[config.mk]
export PLATFORM = sky130hd
export DESIGN_NAME = iter_shifter_flat
export DESIGN_NICKNAME = d
export VERILOG_FILES = /design/src/rtl/iter_shifter_if.sv /design/src/rtl/iter_shifter.sv /design/src/flat_wrapper.sv
export SDC_FILE = /design/constraint.sdc
export NUM_CORES = 1
export LEC_CHECK = 0
export ABC_AREA = 1
export CAP_MARGIN = 15
export CORE_ASPECT_RATIO = 0.5
export CORE_MARGIN = 10
export CORE_UTILIZATION = 35
export CTS_CLUSTER_DIAMETER = 40
export DETAILED_ROUTE_END_ITERATION = 16
export SKIP_LAST_GASP = 1
export SYNTH_ARGS = -nofsm -noshare
export SYNTH_HDL_FRONTEND = slang
export SYNTH_SLANG_ARGS = --single-unit
[constraint.sdc]
create_clock -name clock -period 2.4 [get_ports clock]
set_input_delay 0.72 -clock clock [delete_from_list [all_inputs] [get_ports clock]]
set_output_delay 0.72 -clock clock [all_outputs]
set_load 0.02 [all_outputs]
[src/rtl/iter_shifter_if.sv]
// Handshake and data bundle for the iterative shift unit.
// The requester (execute stage) uses the master side; the shifter uses the slave side.
interface iter_shifter_if #(
    parameter int WIDTH   = 32,
    parameter int SHAMT_W = 5
) ();
    logic               start;
    logic [1:0]         op;
    logic [WIDTH-1:0]   data_in;
    logic [SHAMT_W-1:0] shamt;
    logic               busy;
    logic               result_valid;
    logic [WIDTH-1:0]   result;

    modport master (
        output start, op, data_in, shamt,
        input  busy, result_valid, result
    );

    modport slave (
        input  start, op, data_in, shamt,
        output busy, result_valid, result
    );
endinterface

[src/rtl/iter_shifter.sv]
// Multi-cycle shift unit: SLL / SRL / SRA / ROR by a runtime amount,
// moving at most STEP bit positions per clock, with start/busy/result_valid handshake.
module iter_shifter #(
    parameter int WIDTH   = 32,
    parameter int SHAMT_W = 5,
    parameter int STEP    = 4
) (
    input  logic          clock,
    input  logic          reset,
    iter_shifter_if.slave bus
);
    localparam logic [1:0] OP_SLL = 2'b00;
    localparam logic [1:0] OP_SRL = 2'b01;
    localparam logic [1:0] OP_SRA = 2'b10;
    localparam logic [1:0] OP_ROR = 2'b11;

    // Step amounts need one extra bit so that STEP == WIDTH is representable.
    localparam logic [SHAMT_W:0] STEP_AMT = (SHAMT_W+1)'(STEP);

    typedef enum logic [1:0] {
        S_IDLE  = 2'd0,
        S_SHIFT = 2'd1,
        S_DONE  = 2'd2
    } state_t;

    state_t             state_reg, state_next;
    logic [WIDTH-1:0]   work_reg;
    logic [1:0]         op_reg;
    logic [SHAMT_W-1:0] rem_reg;
    logic               sign_reg;
    logic [WIDTH-1:0]   result_reg;

    logic               load;
    logic [SHAMT_W:0]   rem_ext;
    logic [SHAMT_W:0]   amt;
    logic [SHAMT_W:0]   rem_left;
    logic [WIDTH-1:0]   step_val;

    // Candidate results for every constant amount 1..STEP under the latched op.
    logic [STEP:1][WIDTH-1:0] cand;

    assign rem_ext  = {1'b0, rem_reg};
    assign amt      = (rem_ext > STEP_AMT) ? STEP_AMT : rem_ext;
    assign rem_left = rem_ext - amt;

    genvar gi;
    generate
        for (gi = 1; gi <= STEP; gi++) begin : g_amt
            if (gi < WIDTH) begin : g_part
                assign cand[gi] =
                    (op_reg == OP_SLL) ? {work_reg[WIDTH-1-gi:0], {gi{1'b0}}} :
                    (op_reg == OP_SRL) ? {{gi{1'b0}}, work_reg[WIDTH-1:gi]} :
                    (op_reg == OP_SRA) ? {{gi{sign_reg}}, work_reg[WIDTH-1:gi]} :
                                         {work_reg[gi-1:0], work_reg[WIDTH-1:gi]};
            end else begin : g_full
                // A full-width move: logical shifts empty the word, SRA floods
                // it with the sign, rotate returns the original word.
                assign cand[gi] =
                    (op_reg == OP_SRA) ? {WIDTH{sign_reg}} :
                    (op_reg == OP_ROR) ? work_reg : '0;
            end
        end
    endgenerate

    // Select the candidate matching this cycle's step amount.
    always_comb begin
        step_val = work_reg;
        for (int i = 1; i <= STEP; i++) begin
            if (amt == (SHAMT_W+1)'(i)) begin
                step_val = cand[i];
            end
        end
    end

    // Next-state logic; load marks acceptance of a new request.
    always_comb begin
        state_next = state_reg;
        load       = 1'b0;
        unique case (state_reg)
            S_IDLE: begin
                if (bus.start) begin
                    load       = 1'b1;
                    state_next = (bus.shamt == '0) ? S_DONE : S_SHIFT;
                end
            end
            S_SHIFT: begin
                if (rem_left == '0) begin
                    state_next = S_DONE;
                end
            end
            S_DONE:  state_next = S_IDLE;
            default: state_next = S_IDLE;
        endcase
    end

    // State register.
    always_ff @(posedge clock) begin
        if (reset) begin
            state_reg <= S_IDLE;
        end else begin
            state_reg <= state_next;
        end
    end

    // Working datapath; result is captured on the edge entering DONE so it
    // is already valid during the result_valid cycle.
    always_ff @(posedge clock) begin
        if (reset) begin
            work_reg   <= '0;
            op_reg     <= '0;
            rem_reg    <= '0;
            sign_reg   <= 1'b0;
            result_reg <= '0;
        end else if (load) begin
            work_reg <= bus.data_in;
            op_reg   <= bus.op;
            rem_reg  <= bus.shamt;
            sign_reg <= bus.data_in[WIDTH-1];
            if (bus.shamt == '0) begin
                result_reg <= bus.data_in;
            end
        end else if (state_reg == S_SHIFT) begin
            work_reg <= step_val;
            rem_reg  <= rem_left[SHAMT_W-1:0];
            if (rem_left == '0) begin
                result_reg <= step_val;
            end
        end
    end

    assign bus.busy         = (state_reg != S_IDLE);
    assign bus.result_valid = (state_reg == S_DONE);
    assign bus.result       = result_reg;
endmodule

[src/flat_wrapper.sv]
// flat-port wrapper written by rule: the top's interface ports become plain ports
module iter_shifter_flat 
#(
    parameter int WIDTH   = 32,
    parameter int SHAMT_W = 5,
    parameter int STEP    = 4
)
  (clock, reset, bus_start, bus_op, bus_data_in, bus_shamt, bus_busy, bus_result_valid, bus_result);
  iter_shifter_if #(.WIDTH(WIDTH), .SHAMT_W(SHAMT_W)) bus_i ();
  input  logic clock;
  input  logic reset;
  input wire logic [$bits(bus_i.start)-1:0] bus_start;
  input wire logic [$bits(bus_i.op)-1:0] bus_op;
  input wire logic [$bits(bus_i.data_in)-1:0] bus_data_in;
  input wire logic [$bits(bus_i.shamt)-1:0] bus_shamt;
  output wire logic [$bits(bus_i.busy)-1:0] bus_busy;
  output wire logic [$bits(bus_i.result_valid)-1:0] bus_result_valid;
  output wire logic [$bits(bus_i.result)-1:0] bus_result;
  assign bus_i.start = bus_start;
  assign bus_i.op = bus_op;
  assign bus_i.data_in = bus_data_in;
  assign bus_i.shamt = bus_shamt;
  assign bus_busy = bus_i.busy;
  assign bus_result_valid = bus_i.result_valid;
  assign bus_result = bus_i.result;
  iter_shifter #(.WIDTH(WIDTH), .SHAMT_W(SHAMT_W), .STEP(STEP)) u_core (.clock(clock), .reset(reset), .bus(bus_i));
endmodule
# After elaboration in Yosys (flattened, before gate mapping)
# Index checks and enable logic that the tools add are counted.
# totals
ff_bits	74
in_bits	42
out_inout_bits	34
elab_cells	59
# op_classes
addsub	1
order_cmp	1
eq_ne	11
n_mux	31
reduce_logical	9
# ops
op	n
32-bit two-way mux	22
5-bit two-way mux	3
6-bit by 2-bit == test with 1-bit output (second input constant)	2
6-bit by 1-bit == test with 1-bit output (second input constant)	1
6-bit by 3-bit == test with 1-bit output (second input constant)	1
6-bit logical NOT	1
2-bit two-way mux	3
2-bit nonzero test	3
5-bit by 6-bit subtractor with 6-bit output	1
5-bit by 3-bit greater-than comparator with 1-bit output (second input constant)	1
5-bit logical NOT	1
2-bit by 1-bit == test with 1-bit output (second input constant)	2
2-bit == test (second input constant)	2
2-bit logical NOT	2
2-bit != test (second input constant)	2
2-bit case mux with 2 select lines	1
3-bit AND reduction	1
1-bit two-way mux	2
2-bit by 1-bit != test with 1-bit output (second input constant)	1
2-bit AND reduction	1

# Longest topological paths before layout
# depth
word_depth	11
depth_mapped	17

# Worst setup path after synthesis
# No wires, ideal clock.
# synth_path
path_type	reg-to-reg
start	register u_core.rem_reg[4]
end	register u_core.result_reg[19] (netlist: u_core.bus.result[19])
setup_ns	0.112
arrival_time_ns	1.727
path_slack_ns	0.562
stages_incl_launch_ff	15
path_cell_list	dfxtp_1 -> nor2_4 -> nand2_2 -> nand2_1 -> ha_1 -> o211ai_1 -> nand2_1 -> nor2_1 -> nand3_1 -> nand2_1 -> nand2_1 -> buf_6 -> buf_2 -> nor2_1 -> nor2_1
# synth_via
elab_chain_len	10
elab_cells_between_ends	17
# synth_lines
element	line_no	text
start, declared	iter_shifter.sv:29	logic [SHAMT_W-1:0] rem_reg;
start signal, assigned	iter_shifter.sv:117	rem_reg <= bus.shamt;
start signal, assigned	iter_shifter.sv:124	rem_reg <= rem_left[SHAMT_W-1:0];
5-bit by 3-bit greater-than comparator with 1-bit output	iter_shifter.sv:43	assign amt = (rem_ext > STEP_AMT) ? STEP_AMT : rem_ext;
5-bit two-way mux	iter_shifter.sv:43	
6-bit by 1-bit == test with 1-bit output	iter_shifter.sv:69	if (amt == (SHAMT_W+1)'(i)) begin
32-bit two-way mux (4 in a row)	iter_shifter.sv:69	
32-bit two-way mux	iter_shifter.sv:125	if (rem_left == '0) begin
32-bit two-way mux	iter_shifter.sv:122	end else if (state_reg == S_SHIFT) begin
32-bit two-way mux	iter_shifter.sv:114	end else if (load) begin
end signal, assigned	iter_shifter.sv:120	result_reg <= bus.data_in;
end signal, assigned	iter_shifter.sv:126	result_reg <= step_val;
end, declared	iter_shifter.sv:31	logic [WIDTH-1:0] result_reg;
# Several ways; a longest one is shown, not always the timed one. The select of a mux whose other input is x is not followed.
# A chain may end at the register's enable or synchronous reset.

# Final worst setup path
# layout_path
start	register u_core.state_reg[1]
end	output port bus_busy
# layout_via
elab_chain_len	1
# layout_lines
element	line_no	text
start, declared	iter_shifter.sv:26	state_t state_reg, state_next;
start signal, assigned	iter_shifter.sv:101	state_reg <= state_next;
2-bit nonzero test	iter_shifter.sv:131	assign bus.busy = (state_reg != S_IDLE);
end, declared	flat_wrapper.sv:16	output wire logic [$bits(bus_i.busy)-1:0] bus_busy;
# Every way passes these cells.

==> flow_results.org <==
** Finish
- Number of cells in the finished layout apart from fillers :: 1404
- For this run, the share of the core covered by cells in the final layout is 0.439.
- In the final layout, the share of cells above drive strength 1 is 0.0416.
- Number of nets in the finished design :: 1215
- Layout Cell Area excl Fill :: 0.00721 mm²
- 0 antenna diodes ended up in the layout.
- Area overhead of the layout relative to synthesis :: 22.7%

** Synth
- Dominant cell type by area after synthesis :: nand2_1
- Count of state elements after synthesis :: 74
- The most used flip-flop cell after synthesis is dfxtp_1.
- Sequential share of the synthesized area :: 0.252
- Syn avg cell area :: 5.23 µm²
- Synthesized instance count :: 1123
- The commonest cells after synthesis are nand2_1 (435), inv_1 (181), nor2_1 (140), nand3_1 (98), dfxtp_1 (74).
- Post-synth top area share :: 0.278
- Yosys printed 0 warnings.
- The number of nets handed over by synthesis was 1166.
- Area of the mapped netlist :: 0.00587 mm²
- Share of synthesized registers carrying an async set or reset :: 0
- Yosys mapped the design onto 28 distinct sky130hd cell types.
- Yosys mapped a number of flops with a built-in enable equal to 0.
- In the post-synthesis netlist, the biggest area contributors are nand2_1 (28%), dfxtp_1 (25%), inv_1 (12%).
- In the post-synthesis netlist, the cell with the most instances is nand2_1.

** GRT
- The initial antenna violation count came to 0.
- Global-route total usage across every layer :: 0.164
- The via count of the first global-routing pass is 6146.
- Largest net degree at the start of global routing :: 63
- The total overflow left after global routing is 0.
- The first global-routing pass estimated 31500 µm of wire.

** CTS
- Post-CTS timing repair inserted 0 buffers for setup.
- The later pin in the worst-skew pair is clocked with a latency of 0.34 ns.
- Clock root buffer master :: clkbuf_16
- Worst-path clk slew :: 0.07 ns
- PostCTS Resize Cnt :: 0
- The clock net in this run drives a total of 74 sinks.
- TritonCTS built the clock tree.
- TritonCTS created 9 clock buffers.
- In this run the number of H-tree levels came out at 3.
- Buffers inserted to repair hold after CTS numbered 0.
- Clock Path Buffers :: 2

** STA
- Max-slew headroom at the worst pin :: 0.631
- The worst path in the final design needs a cycle of 2.19 ns, including I/O delays and setup.
- Setup violation total in the final timing report :: 0
- Worst Setup Slack, final :: 0.210 ns
- For the pin with the worst max-slew slack, the measured transition is 0.553 ns.
- The count of pins over their slew limit came to 0.
- Final Hold Vio Count :: 0
- Total Neg Setup Slack :: 0 ns
- WHS :: 0.475 ns
- Based on the critical path, the design can be clocked at up to 457 MHz.
- For the final database, setup skew stands at 0.00854 ns.
- Period utilisation layout :: 0.912
- RSZ-0062 raised after global routing :: no

** Die
- For this configuration, the core starts out at a cell density of 0.357.
- Die span in x :: 203 µm
- The floorplan step defined a die boundary enclosing 0.0227 mm².
- Placeable core area :: 0.0164 mm²
- In this run the count of I/O pins placed on the die edge is 76.
- Die span in y :: 112 µm
- The initialized floorplan defines 33 standard-cell rows.

** Placement
- Detailed placement ended at an HPWL of 13300 µm.
- Worst setup slack before clock tree synthesis :: 0.0283 ns
- The placed instances occupy a cell area of 0.00688 mm².
- Input and output buffers added on the ports amount to 75.
- Last weighted congestion value of the routability-driven placer :: 0.917
- Once placement completed, the tool counted placed cells totaling 1388.

** Routing
- After detailed routing, the number of vias per cell comes to 4.84.
- Wire length reported by the detailed router :: 18800 µm
- Number of antenna-violating nets in the routed design :: 0
- After detailed routing, the number of remaining DRC violations is 0.
- After detailed routing, the average wire length per cell comes to 13.4 µm.
- In this run, the number of DRC markers left after iteration 0 of detailed routing was 570.
- The first TritonRoute pass finished after 5 iterations.
- Detailed routing inserted a total of 6794 vias.

** Pwr
- Of the total power, the share spent switching nets is 0.412.
- Total power per unit cell area :: 756 mW/mm²
- Of the total power, the clock network draws 0.279.
- IR analysis of the VDD net gives a maximum drop of 0.000374 V.
- Internal :: 3.20 mW
- Of the total power, registers draw 0.280.
- Of the total power, combinational logic draws 0.441.
- Net switching power :: 2.24 mW
- Static power due to leakage :: 4.01 nW
- Design Power :: 5.45 mW

** Setup path
- The most critical setup path has its startpoint at u_core.state_reg[1].
- Worst EP arrival :: 1.47 ns
- Sort of element at the end of the critical path :: primary output
- Maximum fanout encountered on the critical timing path :: 3
- Data required time at the worst endpoint :: 1.68 ns
- Worst R2R Start :: u_core.rem_reg[2]
- Critical setup path kind :: reg -> out
- STA classifies the critical path startpoint as a register.
- Worst R2R Setup Slack :: 0.24 ns

** Run status
- Status :: complete, no violations

** Flow run
- Max-cap violations in this run came to 0.

** Min path
- The min-delay analysis places its worst path in the category reg -> reg.
- The startpoint identified for the worst hold timing path is u_core.sign_reg.
path summary, 6_finish.rpt:
kind	to	depth (start not counted)
max	bus_busy	3
min	u_core.sign_reg	2
max reg2reg	u_core.bus.result[30]	13
min reg2reg	u_core.sign_reg	2
cell families (layout without fill, tap and decap cells):
logic type / count (synthesis) / count (layout) / share of synthesized area
flops: 74 / 74 / 0.252
other cells: 1 / 1 / 0.000638
fa+ha+maj: 1 / 1 / 0.00213
compound gates: 124 / 124 / 0.119
simple gates: 680 / 680 / 0.459
buf+inv: 243 / 297 / 0.167
placed cells by master, fill, tap and decap left out:
cell and n:
nand4_1 1, nand2_1 434, inv_6 2, a31oi_1 6
clkinv_4 1, o221ai_1 1, clkdlybuf4s50_1 75, clkbuf_16 9
ha_1 1, conb_1 1, nand3b_1 1, a41oi_1 2
inv_2 1, a21oi_1 73, buf_4 17, bufinv_16 2
o22ai_1 1, nand3_1 98, o21ai_0 18, nand2_2 2
buf_12 6, nor2_4 3, o31ai_1 21, nor2_1 137
clkinv_1 1, o21bai_1 1, clkinvlp_4 2, o211ai_1 1
nor2_2 4, inv_1 181, dfxtp_1 74
layer usage:
metal | wire, µm | vias up | global-route usage
li1 | - | 3502 | -
met1 | 9330 | 3047 | 0.235
met2 | 7920 | 228 | 0.243
met3 | 1340 | 17 | 0.0295
met4 | 227 | 0 | 0.0450
met5 | 0 | - | 0
critical path, cell delays in order (launching register included):
cell	delay [ns]
dfxtp_1	0.35
nor2_1	0.06
inv_1	0.10
clkdlybuf4s50_1	0.62
final cells by class:
cell class / instances / area [µm²]
Tap cell: 227 / 284
Inverter: 183 / 687
Multi-Input combinational cell: 806 / 3430
Clock inverter: 7 / 101
Sequential cell: 74 / 1480
Fill cell: 1855 / 9220
Timing Repair Buffer: 98 / 998
Clock buffer: 9 / 225
power groups by stage:
stage	clock network (mW)	logic [mW]	registers [mW]
2_1_floorplan	0	1.65	1.60
3_3_place_gp	0	2.37	1.55
3_5_place_dp	0	2.39	1.55
4_1_cts	1.56	2.40	1.53
5_1_grt	1.61	2.75	1.55
6_report	1.52	2.40	1.53
No activity file was read; power rests on OpenSTA's default activity.
